===== config.mk =====
export PLATFORM = sky130hd
export DESIGN_NAME = preg_free_list_flat
export DESIGN_NICKNAME = d
export VERILOG_FILES = /design/src/rtl/preg_free_list_if.sv /design/src/rtl/preg_free_list.sv /design/src/flat_wrapper.sv
export SDC_FILE = /design/constraint.sdc
export NUM_CORES = 1
export LEC_CHECK = 0
export CORE_MARGIN = 10
export CORE_UTILIZATION = 40
export DETAILED_ROUTE_END_ITERATION = 12
export PLACE_DENSITY_LB_ADDON = 0.25
export REMOVE_ABC_BUFFERS = 1
export SLEW_MARGIN = 10
export SYNTH_ARGS = -nofsm -noshare
export SYNTH_HDL_FRONTEND = slang
export SYNTH_SLANG_ARGS = --single-unit

===== constraint.sdc =====
create_clock -name clk -period 3.1 [get_ports clk]
set_input_delay 0.93 -clock clk [delete_from_list [all_inputs] [get_ports clk]]
set_output_delay 0.93 -clock clk [all_outputs]
set_load 0.05 [all_outputs]

===== src/rtl/preg_free_list_if.sv =====
// rtl/preg_free_list_if.sv - rename-side handshake bundle for the physical-register free list
interface preg_free_list_if #(
  parameter int TAG_W = 6,
  parameter int PTR_W = 6
);
  logic             alloc_req;
  logic             alloc_gnt;
  logic [TAG_W-1:0] alloc_tag;
  logic             commit_valid;
  logic             free_valid;
  logic [TAG_W-1:0] free_tag;
  logic             flush;
  logic             empty;
  logic [PTR_W-1:0] free_count;

  modport master (
    output alloc_req, commit_valid, free_valid, free_tag, flush,
    input  alloc_gnt, alloc_tag, empty, free_count
  );

  modport slave (
    input  alloc_req, commit_valid, free_valid, free_tag, flush,
    output alloc_gnt, alloc_tag, empty, free_count
  );
endinterface


===== src/rtl/preg_free_list.sv =====
// rtl/preg_free_list.sv - physical-register free list with speculative/committed heads and flush rollback
// Optional sticky illegal-operation flag 'err' enabled by FREELIST_ERR_EN.
module preg_free_list #(
  parameter int NUM_PREGS = 64,
  parameter int NUM_AREGS = 32,
  parameter int DEPTH     = NUM_PREGS - NUM_AREGS,
  parameter int TAG_W     = $clog2(NUM_PREGS),
  parameter int PTR_W     = $clog2(DEPTH) + 1
) (
  input  logic                clk,
  input  logic                rst_n,
  preg_free_list_if.slave     fl
`ifdef FREELIST_ERR_EN
  ,
  output logic                err
`endif
);
  localparam int               IDX_W   = PTR_W - 1;
  localparam logic [PTR_W-1:0] DEPTH_P = PTR_W'(DEPTH);
  localparam logic [PTR_W-1:0] ONE_P   = PTR_W'(1);

  logic [TAG_W-1:0] mem_q [DEPTH];
  logic [TAG_W-1:0] mem_d [DEPTH];
  logic [PTR_W-1:0] head_q, head_d;
  logic [PTR_W-1:0] chead_q, chead_d;
  logic [PTR_W-1:0] tail_q, tail_d;

  logic empty;
  logic full;
  logic gnt;
  logic do_commit;
  logic do_free;

  assign empty     = (head_q == tail_q);
  // Capacity is checked against the committed head so a free can never land on a tag
  // that a flush might still hand back out.
  assign full      = ((tail_q - chead_q) == DEPTH_P);
  assign gnt       = rst_n & fl.alloc_req & ~empty & ~fl.flush;
  assign do_commit = fl.commit_valid & (chead_q != head_q);
  assign do_free   = fl.free_valid & ~full;

  assign fl.alloc_gnt  = gnt;
  assign fl.alloc_tag  = mem_q[head_q[IDX_W-1:0]];
  assign fl.empty      = empty;
  assign fl.free_count = tail_q - head_q;

  always_comb begin
    mem_d   = mem_q;
    head_d  = head_q;
    chead_d = chead_q;
    tail_d  = tail_q;

    if (do_commit) chead_d = chead_q + ONE_P;
    if (gnt)       head_d  = head_q + ONE_P;
    if (fl.flush)  head_d  = chead_d;

    if (do_free) begin
      mem_d[tail_q[IDX_W-1:0]] = fl.free_tag;
      tail_d                   = tail_q + ONE_P;
    end
  end

  always_ff @(posedge clk or negedge rst_n) begin
    if (!rst_n) begin
      for (int i = 0; i < DEPTH; i++) mem_q[i] <= TAG_W'(NUM_AREGS + i);
      head_q  <= '0;
      chead_q <= '0;
      tail_q  <= DEPTH_P;
    end else begin
      mem_q   <= mem_d;
      head_q  <= head_d;
      chead_q <= chead_d;
      tail_q  <= tail_d;
    end
  end

`ifdef FREELIST_ERR_EN
  logic err_q, err_d;

  always_comb begin
    err_d = err_q | (fl.free_valid & full) | (fl.commit_valid & (chead_q == head_q));
  end

  always_ff @(posedge clk or negedge rst_n) begin
    if (!rst_n) err_q <= 1'b0;
    else        err_q <= err_d;
  end

  assign err = err_q;
`endif
endmodule


===== src/flat_wrapper.sv =====
// flat-port wrapper written by rule: the top's interface ports become plain ports
module preg_free_list_flat 
#(
  parameter int NUM_PREGS = 64,
  parameter int NUM_AREGS = 32,
  parameter int DEPTH     = NUM_PREGS - NUM_AREGS,
  parameter int TAG_W     = $clog2(NUM_PREGS),
  parameter int PTR_W     = $clog2(DEPTH) + 1
)
  (clk, rst_n, fl_alloc_req, fl_commit_valid, fl_free_valid, fl_free_tag, fl_flush, fl_alloc_gnt, fl_alloc_tag, fl_empty, fl_free_count);
  preg_free_list_if #(.TAG_W(TAG_W), .PTR_W(PTR_W)) fl_i ();
  input  logic clk;
  input  logic rst_n;
  input wire logic [$bits(fl_i.alloc_req)-1:0] fl_alloc_req;
  input wire logic [$bits(fl_i.commit_valid)-1:0] fl_commit_valid;
  input wire logic [$bits(fl_i.free_valid)-1:0] fl_free_valid;
  input wire logic [$bits(fl_i.free_tag)-1:0] fl_free_tag;
  input wire logic [$bits(fl_i.flush)-1:0] fl_flush;
  output wire logic [$bits(fl_i.alloc_gnt)-1:0] fl_alloc_gnt;
  output wire logic [$bits(fl_i.alloc_tag)-1:0] fl_alloc_tag;
  output wire logic [$bits(fl_i.empty)-1:0] fl_empty;
  output wire logic [$bits(fl_i.free_count)-1:0] fl_free_count;
  assign fl_i.alloc_req = fl_alloc_req;
  assign fl_i.commit_valid = fl_commit_valid;
  assign fl_i.free_valid = fl_free_valid;
  assign fl_i.free_tag = fl_free_tag;
  assign fl_i.flush = fl_flush;
  assign fl_alloc_gnt = fl_i.alloc_gnt;
  assign fl_alloc_tag = fl_i.alloc_tag;
  assign fl_empty = fl_i.empty;
  assign fl_free_count = fl_i.free_count;
  preg_free_list #(.NUM_PREGS(NUM_PREGS), .NUM_AREGS(NUM_AREGS), .DEPTH(DEPTH), .TAG_W(TAG_W), .PTR_W(PTR_W)) u_core (.clk(clk), .rst_n(rst_n), .fl(fl_i));
endmodule

==> metrics <==
outcome complete, but fails checks; # rows 60; Post-synth ARST share 100.0%; Util after Layout 48.50%; CP Cell Sequence buf_12 > buf_4 > mux4_2 > nand2_2 > nand3_2 > o21ai_1 > buf_4 > o221ai_2 > buf_6; Final Slew Violations 0; Worst path slowest cell dfrtp_4; FF/Latch Area 5400 sq um; wire length of the first global-routing pass 41.32 mm; worst ir drop on vdd 0.7289 mV; final WL 25.69 mm; WS Path Type reg -> out; #FFs+latches synth 210; H-tree Lvls 1; Main synth FF type dfstp_2; routed len/inst 20.59 um; Max-Cap Viols 0; LEAKAGE 0.005596 uW; largest net degree at the start of global routing 119; Max Root-Sink Buffers 3; setup slack at placement 0.05753 ns; via count of the first global-routing pass 7,084; Fmax achieved 294.1 MHz; Min Hold Slack 0.4787 ns; Fillers 2,387; CTS root buf clkbuf_16; clk slew on worst S/H paths 0.06 ns; Clock Latency Late Sink 0.52 ns; Tcrit/Tclk final 109.7%; final antenna-violating net count 0; Slew HR 42.53%; initial antenna violation count 0; crit start category flop; Switch Pwr 6317 uW; yosys warns 0; synthesized area 11,020 sq um; crit path DAT 2.47 ns; Initial Utilization 40.77%; initial DRC count 474; crit-path leading delay family buffers and inverters; Die Span Y 186.0 um; drc violations 0; Vias 6,698; Overall Power 16,380 uW; syn_area_per_cell 13.28 sq um; Post-synth EDFFs 0; # IOs 26; fin crit period 3.400 ns; combinational share of power 53.1%; DP HPWL 16.68 mm; multi-input logic area 5510 sq um; Total GRT Usage 15.16%; crit-path max FO 6; Int Pwr 10,060 uW; RSZ-0062 raised after global routing true; clock share of power 16.8%; setup_tns -2.134 ns; die width 186.0 um; CP max stage delay 0.52 ns; Req. time, crit path 2.17 ns; grt ovf 0; WP buf/inv 4; area of the core 27,030 sq um; Yosys cell types 51; fin nets 918; post-DR vias/cell 5.367; Worst Skew 0.01698 ns; Worst Max-Slew Pin Slew 0.8589 ns; final RePlAce weighted congestion 0.7852; Worst Hold Class in -> async; PwrDens 1249 nW/um^2; Seq pwr share 30.1%; layout cells sized above 1 57.33%; First-pass DRT Iterations 4; Die Area 34,590 sq um; post-synthesis cell count 830; switch share 38.58%; Area Growth Syn to Fin 18.94%; Antenna diodes 0; Final Hold Vio Count 0; port bufs 25; final worst slack -0.3000 ns; failing checks negative setup slack; CTS buffer count 24; final setup violation count 10; clock sink count 210; Top cell by count, worst path buf_4; crit end category primary output; TritonCTS clock tree yes; register area share after synthesis 48.97%
Yosys cell counts (8+ instances only):
| library cell | instances | area [sq um] |
|---|---|---|
| nand3_1 | 15 | 75.07 |
| nand2_1 | 61 | 229.0 |
| buf_2 | 8 | 40.04 |
| mux2i_1 | 49 | 490.5 |
| clkbuf_1 | 28 | 105.1 |
| xor2_1 | 10 | 87.58 |
| nor2_1 | 48 | 180.2 |
| dfrtp_1 | 97 | 2427 |
| mux2_2 | 183 | 2061 |
| a22oi_1 | 18 | 135.1 |
| ha_1 | 16 | 200.2 |
| o21ai_4 | 26 | 422.9 |
| dfstp_2 | 113 | 2969 |
| a21oi_1 | 11 | 55.05 |
| inv_1 | 14 | 52.55 |
| xnor2_1 | 16 | 140.1 |
| o21ai_0 | 13 | 65.06 |
| mux2_4 | 12 | 180.2 |
| mux4_2 | 24 | 540.5 |
path summary, 6_finish.rpt:
| kind | from | slack [ns] | cells past startpoint | to |
|---|---|---|---|---|
| setup reg to reg | u_core.tail_q[2] | 0.42 | 8 | u_core.mem_q[148] |
| hold / removal | rst_n | 0.48 | 2 | u_core.head_q[3] |
| hold reg to reg | u_core.mem_q[142] | 0.50 | 1 | u_core.mem_q[142] |
| max in group asynchronous | rst_n | 1.37 | 3 | u_core.head_q[0] |
| setup / recovery | u_core.head_q[0] | -0.30 | 9 | fl_alloc_tag[5] |
| min in group clk | u_core.mem_q[142] | 0.50 | 1 | u_core.mem_q[142] |
power groups by stage:
stage,registers [uW],logic [uW],clock network (uW)
after floorplan,5070,4770,0
after global placement,4920,7740,0
after detailed placement,4960,7800,0
after CTS,4920,8500,2830
after global routing,5090,9330,2960
final,4930,8690,2760
cell type report:
| type | instances | area share [%] |
|---|---|---|
| clock inverters | 3 | 0.1146 |
| inverters | 14 | 0.4010 |
| well taps | 341 | 3.255 |
| repair buffers | 85 | 7.141 |
| multi-input cells | 554 | 42.04 |
| clock buffers | 41 | 5.842 |
| flip-flops and latches | 210 | 41.20 |
cell families (layout without fill, tap and decap cells):
group	after synthesis	after routing	share of synthesized area [%]
fa+ha+maj	17	17	1.998
simple gates	146	146	5.711
xor+xnor	26	26	2.066
buf+inv	66	143	3.077
flops	210	210	48.97
compound gates	94	94	8.175
mux	271	271	30.00
state kept, by name (all words and copies together) (netlist names):
| register | count |
|---|---|
| u_core.head_q | 6 |
| u_core.mem_q | 192 |
| u_core.tail_q | 6 |
| u_core.chead_q | 6 |
worst reg2reg max path: cells and delay by family (launching register included):
kind	cells	cell delay, ns
buffers and inverters	3	0.64
AOI/OAI and AO/OA	3	0.83
muxes	1	0.37
DFF	1	0.37
adders and majority gates	1	0.35
placed cells by master (no fill, tap or decap), types with 3 or more instances in the layout:
cell / count
a21oi_1: 10
a22oi_1: 15
a22oi_2: 3
buf_12: 15
buf_4: 48
buf_6: 9
clkbuf_1: 8
clkbuf_16: 25
clkbuf_8: 9
clkdlybuf4s50_1: 10
clkinv_2: 3
dfrtp_1: 96
dfstp_2: 113
ha_1: 14
inv_1: 12
mux2_1: 3
mux2_2: 183
mux2_4: 12
mux2i_1: 49
mux4_2: 24
nand2_1: 55
nand2_2: 5
nand3_1: 11
nand3_2: 3
nor2_1: 43
nor2_2: 4
nor2b_1: 3
o21ai_0: 6
o21ai_1: 4
o21ai_2: 9
o21ai_4: 26
o221ai_2: 5
xnor2_1: 15
xor2_1: 10
per-stage QoR:
step	std cells	cell area (sq um)
CTS	1244	13000
floorplan	778	10730
detailed placement	1191	11920
global placement	1191	11920
finish	1248	13110
global route	1248	13110
metal layers:
metal  track usage [%]  share of wire [%]  up-vias  wire, um
li1                  -                  -     3115         -
met1             21.38                 47     3453     12030
met2             24.08                 47      102     12020
met3             2.125                4.3       28      1111
met4             3.547                2.1        0       536
met5                 0                  0        -         0
repair_timing:
item | CTS | global route
pin swaps | 14 | 12
setup buffers | 8 | 5
endpoints found under the setup margin | 12 | 13
hold buffers | 0 | 0
gates cloned | 1 | 0
gates resized for setup | 52 | 18
(Power assumes the default switching activity.)
